**src/rtl/div_pkg.sv**
```systemverilog
// Shared types and sizing for the sequential non-restoring divider.
package div_pkg;

  localparam int DIV_WIDTH   = 32;
  localparam int DIV_COUNT_W = $clog2(DIV_WIDTH);

  typedef enum logic [1:0] {
    IDLE   = 2'd0,
    DIVIDE = 2'd1,
    FIXUP  = 2'd2,
    DONE   = 2'd3
  } div_state_t;

endpackage

```
**src/rtl/div_step.sv**
```systemverilog
// One non-restoring division iteration: shift {P,Q} left, then add or
// subtract the divisor depending on the sign of the shifted remainder and
// record the resulting quotient bit. P and D are WIDTH+1 bits, two's complement.
module div_step
  import div_pkg::*;
#(
  parameter int WIDTH = DIV_WIDTH
) (
  input  logic [WIDTH:0]   p,
  input  logic [WIDTH-1:0] q,
  input  logic [WIDTH:0]   d,
  output logic [WIDTH:0]   p_next,
  output logic [WIDTH-1:0] q_next
);

  logic [WIDTH:0] p_shift;

  // Shift in the next dividend bit, then move the remainder toward zero.
  always_comb begin
    p_shift = {p[WIDTH-1:0], q[WIDTH-1]};
    if (!p_shift[WIDTH]) begin
      p_next = p_shift - d;
    end else begin
      p_next = p_shift + d;
    end
    q_next = {q[WIDTH-2:0], ~p_next[WIDTH]};
  end

endmodule

```
**src/rtl/nonrestoring_divider.sv**
```systemverilog
// Sequential signed divider, one non-restoring step per clock.
// Result Z = {remainder, quotient}, truncating toward zero, so the remainder
// carries the dividend's sign.
//
// Handshake: start is a request honoured only in IDLE (busy low). The
// accepting edge raises busy; exactly WIDTH+1 cycles later done pulses for
// one cycle with Z/div_by_zero valid, and busy falls at the end of that
// cycle. Requests while busy are dropped, not queued. Z and div_by_zero hold
// until the next result is written.
module nonrestoring_divider
  import div_pkg::*;
#(
  parameter int WIDTH = DIV_WIDTH
) (
  input  logic               clock,
  input  logic               clear,
  input  logic               start,
  input  logic [WIDTH-1:0]   a,
  input  logic [WIDTH-1:0]   b,
  output logic [2*WIDTH-1:0] Z,
  output logic               busy,
  output logic               done,
  output logic               div_by_zero,
  output logic [1:0]         dbg_state
);

  localparam int CW = $clog2(WIDTH);
  localparam logic [CW-1:0] LAST = CW'(WIDTH - 1);

  div_state_t     state;
  logic [CW-1:0]  count;
  logic [WIDTH:0] p;
  logic [WIDTH-1:0] q;
  logic [WIDTH:0] d;
  logic [WIDTH-1:0] a_reg;
  logic           sign_a;
  logic           sign_b;
  logic           zero_b;

  logic [WIDTH:0]   a_ext;
  logic [WIDTH:0]   b_ext;
  logic [WIDTH:0]   abs_a;
  logic [WIDTH:0]   abs_b;
  logic [WIDTH:0]   p_next;
  logic [WIDTH-1:0] q_next;
  logic [WIDTH:0]   p_fix;
  logic [WIDTH-1:0] quo;
  logic [WIDTH-1:0] rem;

  assign dbg_state = state;

  // Operand magnitudes in WIDTH+1 bits so the most negative value is exact.
  always_comb begin
    a_ext = {a[WIDTH-1], a};
    b_ext = {b[WIDTH-1], b};
    abs_a = a[WIDTH-1] ? -a_ext : a_ext;
    abs_b = b[WIDTH-1] ? -b_ext : b_ext;
  end

  div_step #(.WIDTH(WIDTH)) u_step (
    .p      (p),
    .q      (q),
    .d      (d),
    .p_next (p_next),
    .q_next (q_next)
  );

  // Final correction and sign restoration. The most-negative / -1 case needs
  // no special path: the magnitude quotient 2^(WIDTH-1) is already the
  // required two's complement pattern and the signs agree, so it is kept.
  always_comb begin
    p_fix = p[WIDTH] ? p + d : p;
    quo   = (sign_a ^ sign_b) ? -q : q;
    rem   = sign_a ? -p_fix[WIDTH-1:0] : p_fix[WIDTH-1:0];
  end

  // Control FSM, iteration counter, datapath registers and output registers.
  always_ff @(posedge clock) begin
    if (clear) begin
      state       <= IDLE;
      count       <= '0;
      p           <= '0;
      q           <= '0;
      d           <= '0;
      a_reg       <= '0;
      sign_a      <= 1'b0;
      sign_b      <= 1'b0;
      zero_b      <= 1'b0;
      Z           <= '0;
      busy        <= 1'b0;
      done        <= 1'b0;
      div_by_zero <= 1'b0;
    end else begin
      case (state)
        IDLE: begin
          done <= 1'b0;
          if (start) begin
            a_reg  <= a;
            sign_a <= a[WIDTH-1];
            sign_b <= b[WIDTH-1];
            zero_b <= (b == '0);
            q      <= abs_a[WIDTH-1:0];
            d      <= abs_b;
            p      <= '0;
            count  <= '0;
            busy   <= 1'b1;
            state  <= DIVIDE;
          end
        end
        DIVIDE: begin
          p <= p_next;
          q <= q_next;
          if (count == LAST) begin
            count <= '0;
            state <= FIXUP;
          end else begin
            count <= count + 1'b1;
          end
        end
        FIXUP: begin
          if (zero_b) begin
            Z           <= {a_reg, {WIDTH{1'b1}}};
            div_by_zero <= 1'b1;
          end else begin
            Z           <= {rem, quo};
            div_by_zero <= 1'b0;
          end
          done  <= 1'b1;
          state <= DONE;
        end
        DONE: begin
          done  <= 1'b0;
          busy  <= 1'b0;
          state <= IDLE;
        end
        default: begin
          state <= IDLE;
        end
      endcase
    end
  end

endmodule

```
**config.mk**
```make
export PLATFORM = sky130hd
export DESIGN_NAME = nonrestoring_divider
export DESIGN_NICKNAME = d
export VERILOG_FILES = /design/src/rtl/div_pkg.sv /design/src/rtl/div_step.sv /design/src/rtl/nonrestoring_divider.sv
export SDC_FILE = /design/constraint.sdc
export NUM_CORES = 1
export LEC_CHECK = 0
export CAP_MARGIN = 10
export CORE_UTILIZATION = 59
export DETAILED_ROUTE_END_ITERATION = 10
export MAX_ROUTING_LAYER = met4
export PLACE_DENSITY = 0.86
export SLEW_MARGIN = 40
export SYNTH_ARGS = -nofsm -noshare
export SYNTH_HDL_FRONTEND = slang
export SYNTH_SLANG_ARGS = --single-unit
export TNS_END_PERCENT = 10
```
**constraint.sdc**
```tcl
create_clock -name clock -period 8.6 [get_ports clock]
set_clock_uncertainty 0.15 [all_clocks]
set_input_delay 1.72 -clock clock [delete_from_list [all_inputs] [get_ports clock]]
set_output_delay 1.72 -clock clock [all_outputs]
set_load 0.02 [all_outputs]
```
== Word-level counts from Yosys, hierarchy flattened ==
Cells that the tools add are included.

* Flip-flop bits (word level): 207
* Input bits: 67
* Output and inout port bits: 69

* $add $sub $neg: 8
* Equality and inequality tests: 6
* Muxes and demuxes: 21
* Bitwise gates (word level): 2
* Reductions and logical operators: 10

{| class="wikitable"
|+ Operators with widths
! cell !! number
|-
| two-way mux 32 bit || 5
|-
| two-way mux 33 bit || 3
|-
| negation 32 bit || 3
|-
| case mux 33 bit (2 select lines) || 1
|-
| two-way mux 64 bit || 1
|-
| case mux 32 bit (2 select lines) || 1
|-
| adder 33 bit || 1
|-
| negation 33 bit || 1
|-
| subtractor 33 bit || 1
|-
| adder 32 bit || 1
|-
| zero test 32 bit || 1
|-
| two-way mux 5 bit || 2
|-
| case mux 5 bit (2 select lines) || 1
|-
| case mux 2 bit (4 select lines) || 1
|-
| AND reduction 2 bit || 4
|-
| nonzero test 2 bit || 3
|-
| adder 5 x 1 -> 5 bit, second input constant || 1
|-
| equality test 5 bit, second input constant || 1
|-
| equality test 2 bit, second input constant || 2
|-
| two-way mux 2 bit || 2
|-
| inequality test 2 bit, second input constant || 2
|-
| case mux 1 bit (2 select lines) || 2
|-
| equality test 2 x 1 -> 1 bit, second input constant || 1
|-
| zero test 2 bit || 1
|-
| other kinds (4) || 5
|}

== Longest topological paths before layout ==
Gate-level depths: netlist of run 1.

* Word-level depth: 5
* Gate-level depth with buffers: 21
* Gate-level depth less buffers: 21

== Cells and area by module ==
Synthesis of run 1 repeated with hierarchy kept, for this count alone.

* Cells, all modules: 2057
* Area total of the unflattened synthesis: 15428.5 um^2

{| class="wikitable"
|+ Modules (own cells, without submodules)
! module !! times used !! cells an instance !! area an instance (um^2) !! seq. area each (um^2)
|-
| nonrestoring_divider || 1 || 1684 || 12705.9 || 4124.0
|-
| div_step || 1 || 373 || 2722.6 || 0.0
|}

== Worst setup path before layout of run 1 ==
OpenSTA, ideal clock, no wires.

* Path type: input port to flip-flop
* From: in a[2]
* To: reg q[28]
* Setup time: 132 ps
* Arrival time: 4703 ps
* Required time: 8318 ps
* Path slack: 3614 ps
* Stages on the path: 11
* Cell sequence: or3_1 > or3b_2 > or2_1 > or3_1 > or3b_2 > or4_1 > o31ai_1 > xor2_1 > nand2_1 > o211ai_1 > a21oi_1

* Longest elaborated chain between the ends: 4

{| class="wikitable"
|+ Ends and longest elaborated chain
! element !! RTL line !! source
|-
| start, declared || nonrestoring_divider.sv:18 || <nowiki>input logic [WIDTH-1:0] a,</nowiki>
|-
| negation 32 bit || nonrestoring_divider.sv:56 || <nowiki>abs_a = a[WIDTH-1] ? -a_ext : a_ext;</nowiki>
|-
| two-way mux 32 bit || nonrestoring_divider.sv:56 ||
|-
| two-way mux 32 bit || nonrestoring_divider.sv:97 || <nowiki>if (start) begin</nowiki>
|-
| case mux 32 bit (2 select lines) || nonrestoring_divider.sv:94 || <nowiki>case (state)</nowiki>
|-
| end signal, assigned || nonrestoring_divider.sv:102 || <nowiki>q <= abs_a[WIDTH-1:0];</nowiki>
|-
| end signal, assigned || nonrestoring_divider.sv:112 || <nowiki>q <= q_next;</nowiki>
|-
| end, declared || nonrestoring_divider.sv:33 || <nowiki>logic [WIDTH-1:0] q;</nowiki>
|}

No other way between the ends. The select of a mux whose other input is x is not followed.
A chain may end at the register's enable or synchronous reset.

== Worst setup path in the final report of run 1 ==
* From: in a[2]
* To: reg q[30]

The elaborated chain is that of the path after synthesis.

==> impl_metrics.csv, run 1 <==
group,metric,value,unit
status,status,"finished clean",
synthesis,synth-warning-count,0,
final_layout,post-route-util,69.3,%
detailed_routing,wl_per_cell,17.1,um
pwr,total_leakage_power,6.43,nW
synthesis,syn_avg_cell_area,7.56,um^2
floorplan,die_y,161,um
clock_network,clk_path_buf_depth,3,
synthesis,ys_ff_latch,206,
clock_network,holdBufCountCts,0,
detailed_routing,drc,0,
critical_path,critical_path.max_fanout,5,
floorplan,ios,136,
synthesis,yosys_most_used_dff,"dfxtp_1",
global_route,grt_pass1_vias,13400,
critical_path,crit_type,"in2reg",
floorplan,rows,57,
clock_network,cts_sinks,206,
min_path,hp-class,"reg2reg",
global_route,grt_overflow,0,
clock_network,cts_resized,0,
timing,final.period_utilization,61.6,%
synthesis,synth_top_cell_by_area,"dfxtp_1",
clock_network,post_cts_buffers,0,
floorplan,core,24500,um^2
detailed_routing,ant_nets,0,
timing,drv_slew,0,
critical_path,arrival,5.51,ns
timing,finalSetupViolations,0,
timing,rsz0062_at_grt,"no",
synthesis,synth-seq-area-share,27.6,%
floorplan,die-area,25900,um^2
synthesis,synth_cell_types,93,
detailed_routing,num_vias,14600,
final_layout,finalInstanceArea,17000,um^2
pwr,ir_drop,0.000205,V
clock_network,tritoncts,"built",
synthesis,syn_nets,2116,
global_route,antenna_found_initial,0,
placement,io_buffers,135,
clock_network,path_clk_slew,0.06,ns
global_route,track_usage,31.6,%
flow_run,drv_cap,0,
final_layout,nets,2176,
clock_network,cts-root-buf,"clkbuf_16",
synthesis,synth-edff-count,0,
detailed_routing,avgViaCountPerCell,6.17,
critical_path,crit_required,8.81,ns
timing,hold_viol,0,
synthesis,synth.area.top_cells,"dfxtp_1 (28%), nand2_1 (6.7%), xor2_1 (6.6%)",
placement,place_area,16300,um^2
timing,setup_tns,0,ns
synthesis,syn_inst,1972,
timing,slew_headroom,45.5,%
placement,dp_hpwl,29600,um
critical_path,worstSetupEndpointType,"register",
clock_network,htree_levels,1,
pwr,p_total,6.42,mW
clock_network,insertion_delay,0.52,ns
synthesis,synth.most_common_cell,"nand2_1",
timing,period_needed,5.29,ns
synthesis,synth_common_cells,"nand2_1 (266), nor2_1 (207), dfxtp_1 (206)",
final_layout,reg_top3,"Z x64, d x33, p x33",
timing,tightest_slew,0.817,ns
pwr,powerDensity,378,nW/um^2
critical_path,cp-start-kind,"input pin",
detailed_routing,drt_wl_total,40600,um
floorplan,die_x,161,um
final_layout,largest_register_ff_count,64,
timing,holdWs,0.311,ns
detailed_routing,drt-pass1-iter-count,5,
global_route,grt_pass1_wl,66100,um
synthesis,syn_area,14900,um^2
floorplan,initial_core_util,60.8,%
placement,gp_congestion,0.933,
final_layout,n_antenna_cell,0,
timing,fmax,189,MHz
synthesis,synth_top_area_share,27.6,%
clock_network,cts_buffers,24,
synthesis,async_flop_share,0,%
final_layout,top_register,"Z",
detailed_routing,drt_iter0_markers,1186,
final_layout,layout-drive-gt1-share,5.09,%
global_route,grt_start_max_net_pins,130,
final_layout,area_delta_synth_final,13.9,%
==> layout make-up <==
type                    count  area (um^2)
multi-input cells        1603        10100
flip-flops and latches    206         4130
clock buffers              36          687
well taps                 324          405
fillers                  2015         7540
repair buffers            152         1490
inverters                  45          170
clock inverters             3         42.5
==> cells in the final DEF, fill, tap and decap left out, types with 32 or more instances in the layout <==
master and count:
dfxtp_1 205, o31ai_1 32, nor2_1 205, o21ai_0 115
a21oi_1 185, inv_1 43, xnor2_1 67, xor2_1 112
nand3_1 38, clkdlybuf4s50_1 132, a211oi_1 72, nand2_1 266
ha_1 74
==> path summary, 6_finish.rpt <==
path / startpoint / end / slack, ns / cells past startpoint
worst max-delay path: a[2] / q[30]$_SDFFE_PP0P_ / 3.31 / 12
worst min-delay path: a_reg[12]$_SDFFE_PP0P_ / a_reg[12]$_SDFFE_PP0P_ / 0.31 / 2
worst max register to register: d[1]$_SDFFE_PP0P_ / q[0]$_SDFFE_PP0P_ / 3.75 / 19
worst min register to register: a_reg[12]$_SDFFE_PP0P_ / a_reg[12]$_SDFFE_PP0P_ / 0.31 / 2
==> cell families (layout without fill, tap and decap cells) <==
logic type | Yosys count | in the layout | share of synthesized area, %
and+or+nand+nor | 703 | 703 | 21.6
xor gates and xnor gates | 180 | 180 | 10.6
adders and majority gates | 77 | 77 | 6.56
buffers and inverters | 163 | 236 | 5.03
muxes | 18 | 18 | 1.26
AOI/OAI and AO/OA | 625 | 625 | 27.4
DFF | 206 | 206 | 27.6
==> where the power goes <==
| part | total [mW] | internal, mW | switching (mW) |
|---|---|---|---|
| registers | 1.56 | 1.24 | 0.321 |
| clock network | 0.967 | 0.575 | 0.393 |
| logic | 3.90 | 1.57 | 2.33 |
| total | 6.42 | 3.38 | 3.04 |
==> per-layer routing <==
layer	share of wire, %	vias to the layer above	track usage, %	routed length (um)
met3	5.9	68	3.26	2390
met4	2.3	0	9.18	924
met2	48	488	53.9	19600
li1	-	7252	-	-
met5	0	-	-	0
met1	44	6817	39.3	17700
==> metrics by stage <==
step,setup WS [ns],std cells
6_report,3.31,2369
5_1_grt,3.19,2369
4_1_cts,3.32,2369
3_5_place_dp,2.79,2330
3_3_place_gp,2.82,2329
2_1_floorplan,3.61,1972
==> critical path, cell delays in order <==
cell and delay [ns]:
clkdlybuf4s50_1 0.49, or3_1 0.43, or3b_2 0.49, or2_1 0.27
or3_1 0.40, or3b_2 0.53, or4_1 0.46, o21ai_0 0.25
xor2_1 0.19, nand2_1 0.07, o211ai_1 0.10, a21oi_1 0.09
No activity file was read; power rests on OpenSTA's default activity.
==> inputs of run 2 (changes only) <==
--- a/config.mk
+++ b/config.mk
@@ -6,10 +6,10 @@
 export NUM_CORES = 1
 export LEC_CHECK = 0
 export CAP_MARGIN = 10
-export CORE_UTILIZATION = 59
+export CORE_UTILIZATION = 53
 export DETAILED_ROUTE_END_ITERATION = 10
 export MAX_ROUTING_LAYER = met4
-export PLACE_DENSITY = 0.86
+export PLACE_DENSITY = 0.81
 export SLEW_MARGIN = 40
 export SYNTH_ARGS = -nofsm -noshare
 export SYNTH_HDL_FRONTEND = slang
==> constraint.sdc (replaced) <==
create_clock -name clock -period 4.25 [get_ports clock]
set_clock_uncertainty 0.15 [all_clocks]
set_input_delay 0.85 -clock clock [delete_from_list [all_inputs] [get_ports clock]]
set_output_delay 0.85 -clock clock [all_outputs]
set_load 0.02 [all_outputs]
==> run 2 against run 1 <==
Final area is 7.9% higher. Via count rose by 3.5%. Flip-flop and latch count stayed put. Wire length increased by 3.0%. Power rose by 120%. Clock-buffer cell count shrank 4. Global-route usage shrank 2.3 points. Final cell count rose by 8.4%. Register-to-register slack worse by 3.7 ns. Critical path type is now reg2reg. Largest power group unchanged. Highest routed layer unchanged.
==> impl_metrics.csv, run 2 (synthesis results as in run 1) <==
group,metric,value,unit
status,status,"finished clean",
final_layout,stdcell_count,2567,
floorplan,rows,61,
final_layout,top_register,"Z",
final_layout,fillCellCount,2375,
timing,fmax,236,MHz
final_layout,largest_register_ff_count,64,
floorplan,core,27700,um^2
clock_network,holdBufCountCts,0,
timing,hold_viol,0,
critical_path,cp-start-kind,"register",
critical_path,crit_type,"reg2reg",
clock_network,path_clk_slew,0.06,ns
clock_network,cts_sinks,206,
final_layout,layout-drive-gt1-share,12.8,%
critical_path,arrival,4.50,ns
detailed_routing,drc,0,
detailed_routing,drt-pass1-iter-count,7,
clock_network,tritoncts,"built",
detailed_routing,wl_per_cell,16.3,um
final_layout,post-route-util,66.2,%
pwr,p_total,14.4,mW
final_layout,layout_common_cells,"nand2_1 (266), nor2_1 (205), dfxtp_1 (202)",
pwr,total_leakage_power,7.18,nW
global_route,track_usage,29.3,%
timing,slew_headroom,42.4,%
timing,finalSetupViolations,0,
detailed_routing,drt_wl_total,41800,um
final_layout,n_antenna_cell,0,
placement,io_buffers,135,
floorplan,die_x,170,um
timing,holdWs,0.307,ns
pwr,powerDensity,783,nW/um^2
final_layout,reg_top3,"Z x64, d x33, p x33",
timing,rsz0062_at_grt,"yes",
critical_path,slowest_stage,"or4_4",
detailed_routing,num_vias,15100,
critical_path,worstSetupEndpointType,"register",
placement,dp_hpwl,31400,um
global_route,grt_start_max_net_pins,94,
critical_path,crit_top_cell,"buf_4",
min_path,hp-class,"reg2reg",
flow_run,drv_cap,0,
final_layout,final_common_cell,"nand2_1",
floorplan,die_y,170,um
global_route,grt_pass1_wl,67900,um
placement,gp_congestion,0.942,
detailed_routing,ant_nets,0,
clock_network,htree_levels,1,
clock_network,post_cts_buffers,0,
placement,placed_cells,2524,
critical_path,crit_family,"compound AO/OA/AOI/OAI gates",
clock_network,cts_buffers,24,
critical_path,worstPathCellList,"buf_4 -> ha_1 -> buf_4 -> and3_1 -> o21ai_0 -> o211ai_1 -> a211oi_1 -> xnor2_1 -> a2111o_1 -> or4_4 -> or2_1 -> and4bb_2 -> a311oi_1 -> a311o_1",
floorplan,initial_core_util,53.8,%
critical_path,slowest_delay,0.51,ns
global_route,antenna_found_initial,0,
final_layout,nets,2316,
timing,tightest_slew,0.860,ns
detailed_routing,avgViaCountPerCell,5.90,
detailed_routing,drt_iter0_markers,1257,
pwr,ir_drop,0.000343,V
floorplan,die-area,28800,um^2
final_layout,area_delta_synth_final,22.9,%
floorplan,ios,136,
global_route,grt_overflow,0,
critical_path,crit_required,4.52,ns
timing,final.period_utilization,99.5,%
final_layout,finalInstanceArea,18300,um^2
timing,drv_slew,0,
clock_network,clk_path_buf_depth,3,
critical_path,critical_path.max_fanout,4,
timing,period_needed,4.23,ns
critical_path,critical_path_buf_inv_count,2,
placement,place_area,17400,um^2
global_route,grt_pass1_vias,14100,
clock_network,insertion_delay,0.54,ns
clock_network,cts-root-buf,"clkbuf_16",
run 2: area by class of cell:
type                            instances  area [um^2]  area share, %
Clock inverter                         11          146          0.798
Multi-Input combinational cell       1603        10200           55.8
Sequential cell                       206         4130           22.5
Inverter                               45          170          0.928
Tap cell                              378          473           2.58
Clock buffer                           32          671           3.66
Timing Repair Buffer                  292         2520           13.8
run 2: tightest hold or removal path, stage by stage, from the launching register on:
cell	delay, ns
dfxtp_1	0.31
nand2_1	0.05
a21oi_1	0.05
run 2: through the flow:
step                TNS (ns)  worst slack, ns
floorplan                  0          0.00163
global placement       -1.99           -0.508
detailed placement     -2.32           -0.516
CTS                  -0.0113         -0.00770
global route          -0.818           -0.141
finish                     0           0.0209
run 2: final timing paths:
kind                           from                endpoint  slack (ns)  depth (start not counted)
max               d[6]$_SDFFE_PP0P_      Z[63]$_SDFFE_PP0P_        0.02                         14
min          a_reg[12]$_SDFFE_PP0P_  a_reg[12]$_SDFFE_PP0P_        0.31                          2
max reg2reg       d[6]$_SDFFE_PP0P_      Z[63]$_SDFFE_PP0P_        0.02                         14
min reg2reg  a_reg[12]$_SDFFE_PP0P_  a_reg[12]$_SDFFE_PP0P_        0.31                          2
run 2: routing by layer:
metal / routed length (um) / GRT usage [%]
met1: 18400 / 36.4
met5: 0 / -
met2: 19700 / 49.7
met3: 2500 / 3.08
met4: 1210 / 9.32
run 2: repair_timing:
item / 4_1_cts / 5_1_grt
pin swaps: 2 / 4
resized for setup: 8 / 23
cloned: 0 / 0
endpoints found under the setup margin: 8 / 17
run 2: power by group:
part           leakage (nW)  internal, mW  switching (mW)
combinational          5.10          4.03            5.07
sequential             1.68          2.50           0.616
clock                 0.398          1.29           0.849
==> inputs of run 3 (changes only) <==
--- a/config.mk
+++ b/config.mk
@@ -8,7 +8,6 @@
 export CAP_MARGIN = 10
 export CORE_UTILIZATION = 53
 export DETAILED_ROUTE_END_ITERATION = 10
-export MAX_ROUTING_LAYER = met4
 export PLACE_DENSITY = 0.81
 export SLEW_MARGIN = 40
 export SYNTH_ARGS = -nofsm -noshare
==> run 3 against run 2 <==
Sequential share of layout area decreased by 0.12 points. Final cell count rose by 0.23%. Sequential power barely moved. Clock-buffer cell count increased by 4. Fmax about the same. Critical path depth fell by 1. Worst setup slack improved by 0.0038 ns. First-iteration DRC count up 8.0%. Die area stayed put. Critical path type unchanged. Largest cell class unchanged. Largest power group unchanged.
==> impl_metrics.csv, run 3 (synthesis results as in run 1) <==
group,metric,value,unit
detailed_routing,num_vias,15200,
clock_network,cts-root-buf,"clkbuf_16",
global_route,track_usage,28.9,%
critical_path,cp-start-kind,"register",
placement,io_buffers,135,
critical_path,r2r-start,"d[0]$_SDFFE_PP0P_",
clock_network,clk_path_buf_depth,3,
final_layout,largest_register_ff_count,64,
critical_path,cp.depth,13,
pwr,powerDensity,783,nW/um^2
clock_network,htree_levels,1,
critical_path,slowest_delay,0.58,ns
critical_path,crit_start,"d[0]$_SDFFE_PP0P_",
detailed_routing,drt_iter0_markers,1357,
status,status,"finished clean",
timing,holdWs,0.307,ns
critical_path,worst_r2r_endpoint,"Z[63]$_SDFFE_PP0P_",
min_path,hold_start,"a_reg[19]$_SDFFE_PP0P_",
placement,place_area,17400,um^2
clock_network,holdBufCountCts,0,
final_layout,n_antenna_cell,0,
timing,period_needed,4.23,ns
timing,fmax,237,MHz
final_layout,layout-drive-gt1-share,13.4,%
critical_path,arrival,4.49,ns
placement,placed_cells,2526,
final_layout,nets,2321,
detailed_routing,avgViaCountPerCell,5.90,
timing,rsz0062_at_grt,"yes",
final_layout,final_common_cell,"nand2_1",
global_route,grt_pass1_wl,68800,um
placement,gp_congestion,0.915,
detailed_routing,wl_per_cell,16.4,um
floorplan,rows,61,
timing,tightest_slew,0.923,ns
timing,hold_viol,0,
detailed_routing,drc,0,
global_route,grt_overflow,0,
final_layout,reg_top3,"Z x64, d x33, p x33",
timing,setup_ws,0.0247,ns
floorplan,die_x,170,um
clock_network,insertion_delay,0.52,ns
global_route,antenna_found_initial,0,
clock_network,path_clk_slew,0.06,ns
min_path,holdPathStages,2,
critical_path,crit_required,4.51,ns
detailed_routing,ant_nets,0,
critical_path,worstPathCellList,"ha_2 -> fa_2 -> a21o_1 -> a221oi_4 -> o22a_2 -> a21o_2 -> a31oi_2 -> or4_4 -> or4_4 -> or2_1 -> and4bb_2 -> a311oi_1 -> a311o_1",
placement,post-place-ws,-0.464,ns
pwr,ir_drop,0.000407,V
floorplan,ios,136,
final_layout,stdcell_count,2573,
pwr,total_leakage_power,7.24,nW
final_layout,finalInstanceArea,18400,um^2
final_layout,top_register,"Z",
clock_network,tritoncts,"built",
floorplan,core,27700,um^2
detailed_routing,drt_wl_total,42200,um
critical_path,critPathCapture,"Z[63]$_SDFFE_PP0P_",
clock_network,cts_sinks,206,
critical_path,crit_top_cell,"or4_4",
final_layout,layout_common_cells,"nand2_1 (266), nor2_1 (205), dfxtp_1 (200)",
global_route,grt_start_max_net_pins,94,
critical_path,crit_family,"simple AND/OR/NAND/NOR gates",
timing,drv_slew,0,
flow_run,drv_cap,0,
critical_path,slowest_stage,"or4_4",
detailed_routing,drt-pass1-iter-count,6,
min_path,hp-class,"reg2reg",
floorplan,initial_core_util,53.8,%
critical_path,critical_path_buf_inv_count,0,
critical_path,critical_path.max_fanout,4,
timing,finalSetupViolations,0,
critical_path,worstSetupEndpointType,"register",
timing,slew_headroom,38.2,%
floorplan,die_y,170,um
clock_network,cts_buffers,25,
critical_path,r2r_slack,0.02,ns
placement,dp_hpwl,31300,um
final_layout,area_delta_synth_final,23.7,%
global_route,grt_pass1_vias,14400,
critical_path,crit_type,"reg2reg",
critical_path,ff2ff_path_depth,13,
timing,final.period_utilization,99.4,%
floorplan,die-area,28800,um^2
run 3: worst register-to-register path, cell delays in order, from the launching register on:
cell      delay, ns
dfxtp_2        0.35
ha_2           0.19
fa_2           0.34
a21o_1         0.21
a221oi_4       0.33
o22a_2         0.21
a21o_2         0.13
a31oi_2        0.11
or4_4          0.57
or4_4          0.58
or2_1          0.24
and4bb_2       0.31
a311oi_1       0.09
a311o_1        0.33
run 3: power breakdown:
part           internal [mW]  switching [mW]  leakage [nW]
Clock                   1.29           0.845         0.392
Combinational           4.08            5.10          5.16
Sequential              2.50           0.627          1.69
run 3: cell type report:
| class | count | area (um^2) |
|---|---|---|
| clock buffers | 36 | 717 |
| clock inverters | 9 | 109 |
| fillers | 2368 | 9260 |
| inverters | 45 | 170 |
| multi-input cells | 1603 | 10300 |
| flip-flops and latches | 206 | 4130 |
| well taps | 378 | 473 |
| repair buffers | 296 | 2550 |
run 3: metrics by stage:
stage	setup TNS (ns)	power [mW]	util, %
floorplan	0	9.01	-
global placement	-2.00	11.6	62.8
detailed placement	-2.33	11.9	62.7
CTS	0	14.2	66.0
global route	-0.601	15.5	66.6
finish	0	14.4	66.6
run 3: worst min-delay path by stage:
stage	endpoint
detailed placement	a_reg[19]$_SDFFE_PP0P_
finish	a_reg[19]$_SDFFE_PP0P_
CTS	a_reg[19]$_SDFFE_PP0P_
global route	div_by_zero$_SDFFE_PP0P_
global placement	a_reg[19]$_SDFFE_PP0P_
floorplan	a_reg[16]$_SDFFE_PP0P_
run 3: what timing repair did:
action	4_1_cts	5_1_grt
pin swaps	3	9
gates resized for setup	11	33
buffers inserted	0	2
endpoints found under the setup margin	8	21
run 3: metal layers:
metal  track usage [%]  part of all wire, %  routed length (um)
met5                 0                    0                   0
met4              11.0                  3.6                1520
met3              3.38                  6.2                2600
met2              50.1                   47               19700
met1              36.5                   44               18300
==> RTL change 1: new RTL, flow settings as in run 3 <==
`DIV_WIDTH`: 32 -> 16.
--- a/src/rtl/div_pkg.sv
+++ b/src/rtl/div_pkg.sv
@@ -2,5 +2,5 @@
 package div_pkg;
 
-  localparam int DIV_WIDTH   = 32;
+  localparam int DIV_WIDTH   = 16;
   localparam int DIV_COUNT_W = $clog2(DIV_WIDTH);
 
Ports: changed (resized Z, a and b); port bits go from 136 to 72. No check against the original RTL was run, so the function may have changed too.
==> RTL change 1 against run 3 <==
Wire length fell by 54%; design area down 54%; setup slack improved by 0.61 ns; power shrank 54%; sequential power shrank 46%; sequential cell count down 97; area after synthesis shrank 51%; critical path type unchanged; critical endpoint is now q[0]; largest power group unchanged.
==> RTL change 1: results (changes against run 3) <==
Hold path
  – WHS Endpoint: a_reg[11]
  – Hold_sp: a_reg[11]

Global route
  – All-Layer GR Usage: 27.9% (-0.99 points)
  – Met1 Track Usage GR: 37.7% (+1.2 points)
  – Vias in the first global route: 6459 (-55%)
  – First-pass GRT wire length: 32100 µm (-53%)
  – Met3 global-route usage: 3.85% (+0.47 points)

CTS
  – Clock Tree Buf Depth: 2 (-1)
  – Total CTS buffers: 9 (-64%)
  – H-tree levels: 3 (+2)
  – Cts repair resizes: 0 (-11)

Worst setup path
  – CP max stage delay: 0.39 ns (-0.19 ns)
  – R2R cell count: 15 (+2)
  – Reg-to-Reg Start: d[2]
  – Flop-to-flop setup slack: 0.64 ns (+0.61 ns)
  – CP max FO: 7 (+3)
  – Critical path's slowest cell: nor3_1

Power
  – LEAKAGE: 3.36 nW (-54%)
  – Maximum vdd ir drop: 0.720 mV (+77%)

Placed design
  – IO Port Bufs: 71 (-47%)
  – Placer Congestion: 0.963 (+5.3%)
  – DP Wirelength: 14400 µm (-54%)

Finish
  – Fin nets: 1071 (-54%)
  – Layout cells sized above 1: 6.12% (-7.3 points)
  – FILL cells: 1194 (-50%)

Yosys
  – Post-synth top cells: nand2_1 (116), nor2_1 (112), dfxtp_1 (109)
  – Post-synth cell types: 74 (-20%)
  – Synth Net Count: 1023 (-52%)

Timing
  – Worst-Margin Slew: 0.719 ns (-0.205 ns)

Routing
  – Drt initial violations: 588 (-57%)
  – Via density: 5.98 (+1.3%)
  – WL/cell: 16.6 µm (+1.3%)

Run status
  – Status: complete, no violations
[RTL change 1: logic make-up after synthesis]
| family | Yosys count | share of synthesized area [%] |
|---|---|---|
| buffers and inverters | 79 | 4.04 |
| multiplexers | 16 | 2.19 |
| adder cells (fa/ha/maj) | 44 | 7.66 |
| XOR/XNOR | 85 | 10.1 |
| flip-flops | 109 | 29.6 |
| AO/OA/AOI/OAI | 280 | 25.8 |
| AND/OR/NAND/NOR | 331 | 20.6 |
[RTL change 1: per-layer routing]
layer,wire length (µm),vias up
met1,8950,3244
li1,-,3489
met2,8890,239
met5,0,-
met4,457,0
met3,1150,34
[RTL change 1: worst min-delay path, stage by stage, from the launching register on]
cell and delay [ns]:
dfxtp_1 0.31, nand2_1 0.05, a21oi_1 0.05
[RTL change 1: layout make-up]
type | instances | area share, %
multi-input combinational | 756 | 57.4
sequential | 109 | 25.5
timing repair buffer | 84 | 9.42
clock buffer | 9 | 2.63
tap | 176 | 2.57
inverter | 32 | 1.40
clock inverter | 6 | 1.10
[RTL change 1: how the worst max path moves through the flow]
stage / startpoint / end / slack (ns) / cells after the start
floorplan: p[0] / Z[31] / 0.97 / 11
global placement: d[2] / q[0] / 0.75 / 15
detailed placement: d[2] / p[15] / 0.67 / 15
CTS: d[2] / q[0] / 0.66 / 15
global route: d[2] / q[0] / 0.24 / 15
finish: d[2] / q[0] / 0.64 / 15
[RTL change 1: per-stage QoR]
stage / std cells / instance area, µm²
detailed placement: 1157 / 8230
global placement: 1157 / 8230
finish: 1172 / 8550
CTS: 1172 / 8550
global route: 1172 / 8550
floorplan: 944 / 7380
[RTL change 1: where the power goes]
group          total [mW]  switching [mW]  internal (mW)
combinational        4.10            2.35           1.74
clock               0.923           0.403          0.520
sequential           1.69           0.367           1.32
total                6.70            3.12           3.58
==> RTL change 2: new RTL, config.mk and constraints of run 3 <==
Made on the original files. Register the inputs `clear`, `start`, `a` and `b` before use, without a reset. The logic sees them one clock later.
--- a/src/rtl/nonrestoring_divider.sv
+++ b/src/rtl/nonrestoring_divider.sv
@@ -28,4 +28,16 @@
   localparam logic [CW-1:0] LAST = CW'(WIDTH - 1);
 
+  logic clear_q;
+  logic start_q;
+  logic [WIDTH-1:0] a_q;
+  logic [WIDTH-1:0] b_q;
+
+  always_ff @(posedge clock) begin
+    clear_q <= clear;
+    start_q <= start;
+    a_q     <= a;
+    b_q     <= b;
+  end
+
   div_state_t     state;
   logic [CW-1:0]  count;
@@ -52,8 +64,8 @@
   // Operand magnitudes in WIDTH+1 bits so the most negative value is exact.
   always_comb begin
-    a_ext = {a[WIDTH-1], a};
-    b_ext = {b[WIDTH-1], b};
-    abs_a = a[WIDTH-1] ? -a_ext : a_ext;
-    abs_b = b[WIDTH-1] ? -b_ext : b_ext;
+    a_ext = {a_q[WIDTH-1], a_q};
+    b_ext = {b_q[WIDTH-1], b_q};
+    abs_a = a_q[WIDTH-1] ? -a_ext : a_ext;
+    abs_b = b_q[WIDTH-1] ? -b_ext : b_ext;
   end
 
@@ -77,5 +89,5 @@
   // Control FSM, iteration counter, datapath registers and output registers.
   always_ff @(posedge clock) begin
-    if (clear) begin
+    if (clear_q) begin
       state       <= IDLE;
       count       <= '0;
@@ -95,9 +107,9 @@
         IDLE: begin
           done <= 1'b0;
-          if (start) begin
-            a_reg  <= a;
-            sign_a <= a[WIDTH-1];
-            sign_b <= b[WIDTH-1];
-            zero_b <= (b == '0);
+          if (start_q) begin
+            a_reg  <= a_q;
+            sign_a <= a_q[WIDTH-1];
+            sign_b <= b_q[WIDTH-1];
+            zero_b <= (b_q == '0);
             q      <= abs_a[WIDTH-1:0];
             d      <= abs_b;
Formal check against the unedited RTL: not equivalent (a bounded check fails within 4 cycles, from zero or initial values).
==> RTL change 2 against run 3 <==
Sequential cell count up 66; design area up 5.5%; critical path depth unchanged; power up 15%; non-clock buffer count down 81; wire length up 2.0%; area after synthesis up 9.5%; via count about the same; setup slack better by 0.087 ns; sequential power up 24%; clock power up 27%; critical path type unchanged; critical endpoint unchanged; largest power group unchanged.
==> RTL change 2: results (changes against run 3) <==
Placed design
  – Placed Area: 0.0183 mm² (+5.2%)
  – DP Wirelength: 32000 µm (+2.3%)
  – Pre-CTS setup slack: 0.0313 ns (+0.495 ns)

Yosys
  – Flops & latches, synth: 272 (+32%)
  – Post-synth cell types: 98 (+5.4%)
  – Post-Synthesis Cells: 2038 (+3.3%)
  – Post-synth top cells: dfxtp_1 (272), nand2_1 (265), nor2_1 (207)
  – Seq/Total Area, Yosys: 33.3% (+5.7 points)

Worst setup path
  – CP max FO: 10 (+6)
  – Flop-to-flop setup slack: 0.11 ns (+0.09 ns)
  – CP max stage delay: 0.51 ns (-0.07 ns)
  – Critical path's slowest cell: or4_1
  – Critical Path Source: d[6]

Finish
  – Non-clock buffers: 215 (-27%)
  – Layout inverter count without the clock tree: 38 (-16%)
  – Clock network area share: 5.26% (+0.78 points)
  – Seq area share: 28.0% (+5.6 points)
  – Layout area overhead: 19.1%
  – Multi-input combinational area share: 53.4% (-2.4 points)
  – Fin nets: 2316 (-0.22%)
  – NonClk Buf Share: 10.0% (-3.8 points)
  – FILL cells: 2553 (+7.8%)
  – Comb_multi_in: 1616 (+0.81%)

Power
  – Sequential power share: 23.4% (+1.7 points)
  – Pint: 9.20 mW (+17%)
  – Part of the power in combinational logic: 60.4% (-3.1 points)

Routing
  – Via density: 5.88 (-0.40%)
  – DR vias: 15200 (-0.086%)
  – Detailed-router iteration count before antenna repair: 7 (+1)
  – Final WL: 43000 µm (+2.0%)

Run status
  – Status: complete, no violations

CTS
  – Total CTS buffers: 29 (+16%)
  – Cts repair resizes: 0 (-11)

Timing
  – Worst-Margin Slew: 0.729 ns (-0.194 ns)
  – Tightest hold margin: 0.310 ns (+0.00296 ns)

Global route
  – Vias in the first global route: 14500 (+0.58%)
  – First-pass GRT wire length: 70300 µm (+2.2%)
  – Largest net degree at the start of global routing: 73 (-22%)
[RTL change 2: cell count changes in the layout (fill, tap and decap cells not counted), sizes merged, moves of 5 or more]
cell and change:
inv -6, nand3 -9, a31oi -5, buf -84, o21ai +8, nor2b +8
a22o +7, a21oi -13, dfxtp +66, xnor2 -7, o21a +7, clkinv +5
and2 +15
[RTL change 2: metal layers]
layer	routed length, µm	GRT usage, %	vias up
met1	19100	34.5	7025
met3	2250	3.04	87
met2	20400	47.0	447
met4	1320	9.47	0
met5	0	0	-
li1	-	-	7613
[RTL change 2: cell families (layout without fill, tap and decap cells)]
group | count (synthesis) | after routing | share of synthesized area (%)
buffers and inverters | 150 | 303 | 3.88
adders and majority gates | 77 | 77 | 5.99
DFF | 272 | 272 | 33.3
muxes | 23 | 23 | 1.48
and+or+nand+nor | 715 | 715 | 20.3
AOI/OAI and AO/OA | 627 | 627 | 25.7
xor gates and xnor gates | 174 | 174 | 9.33
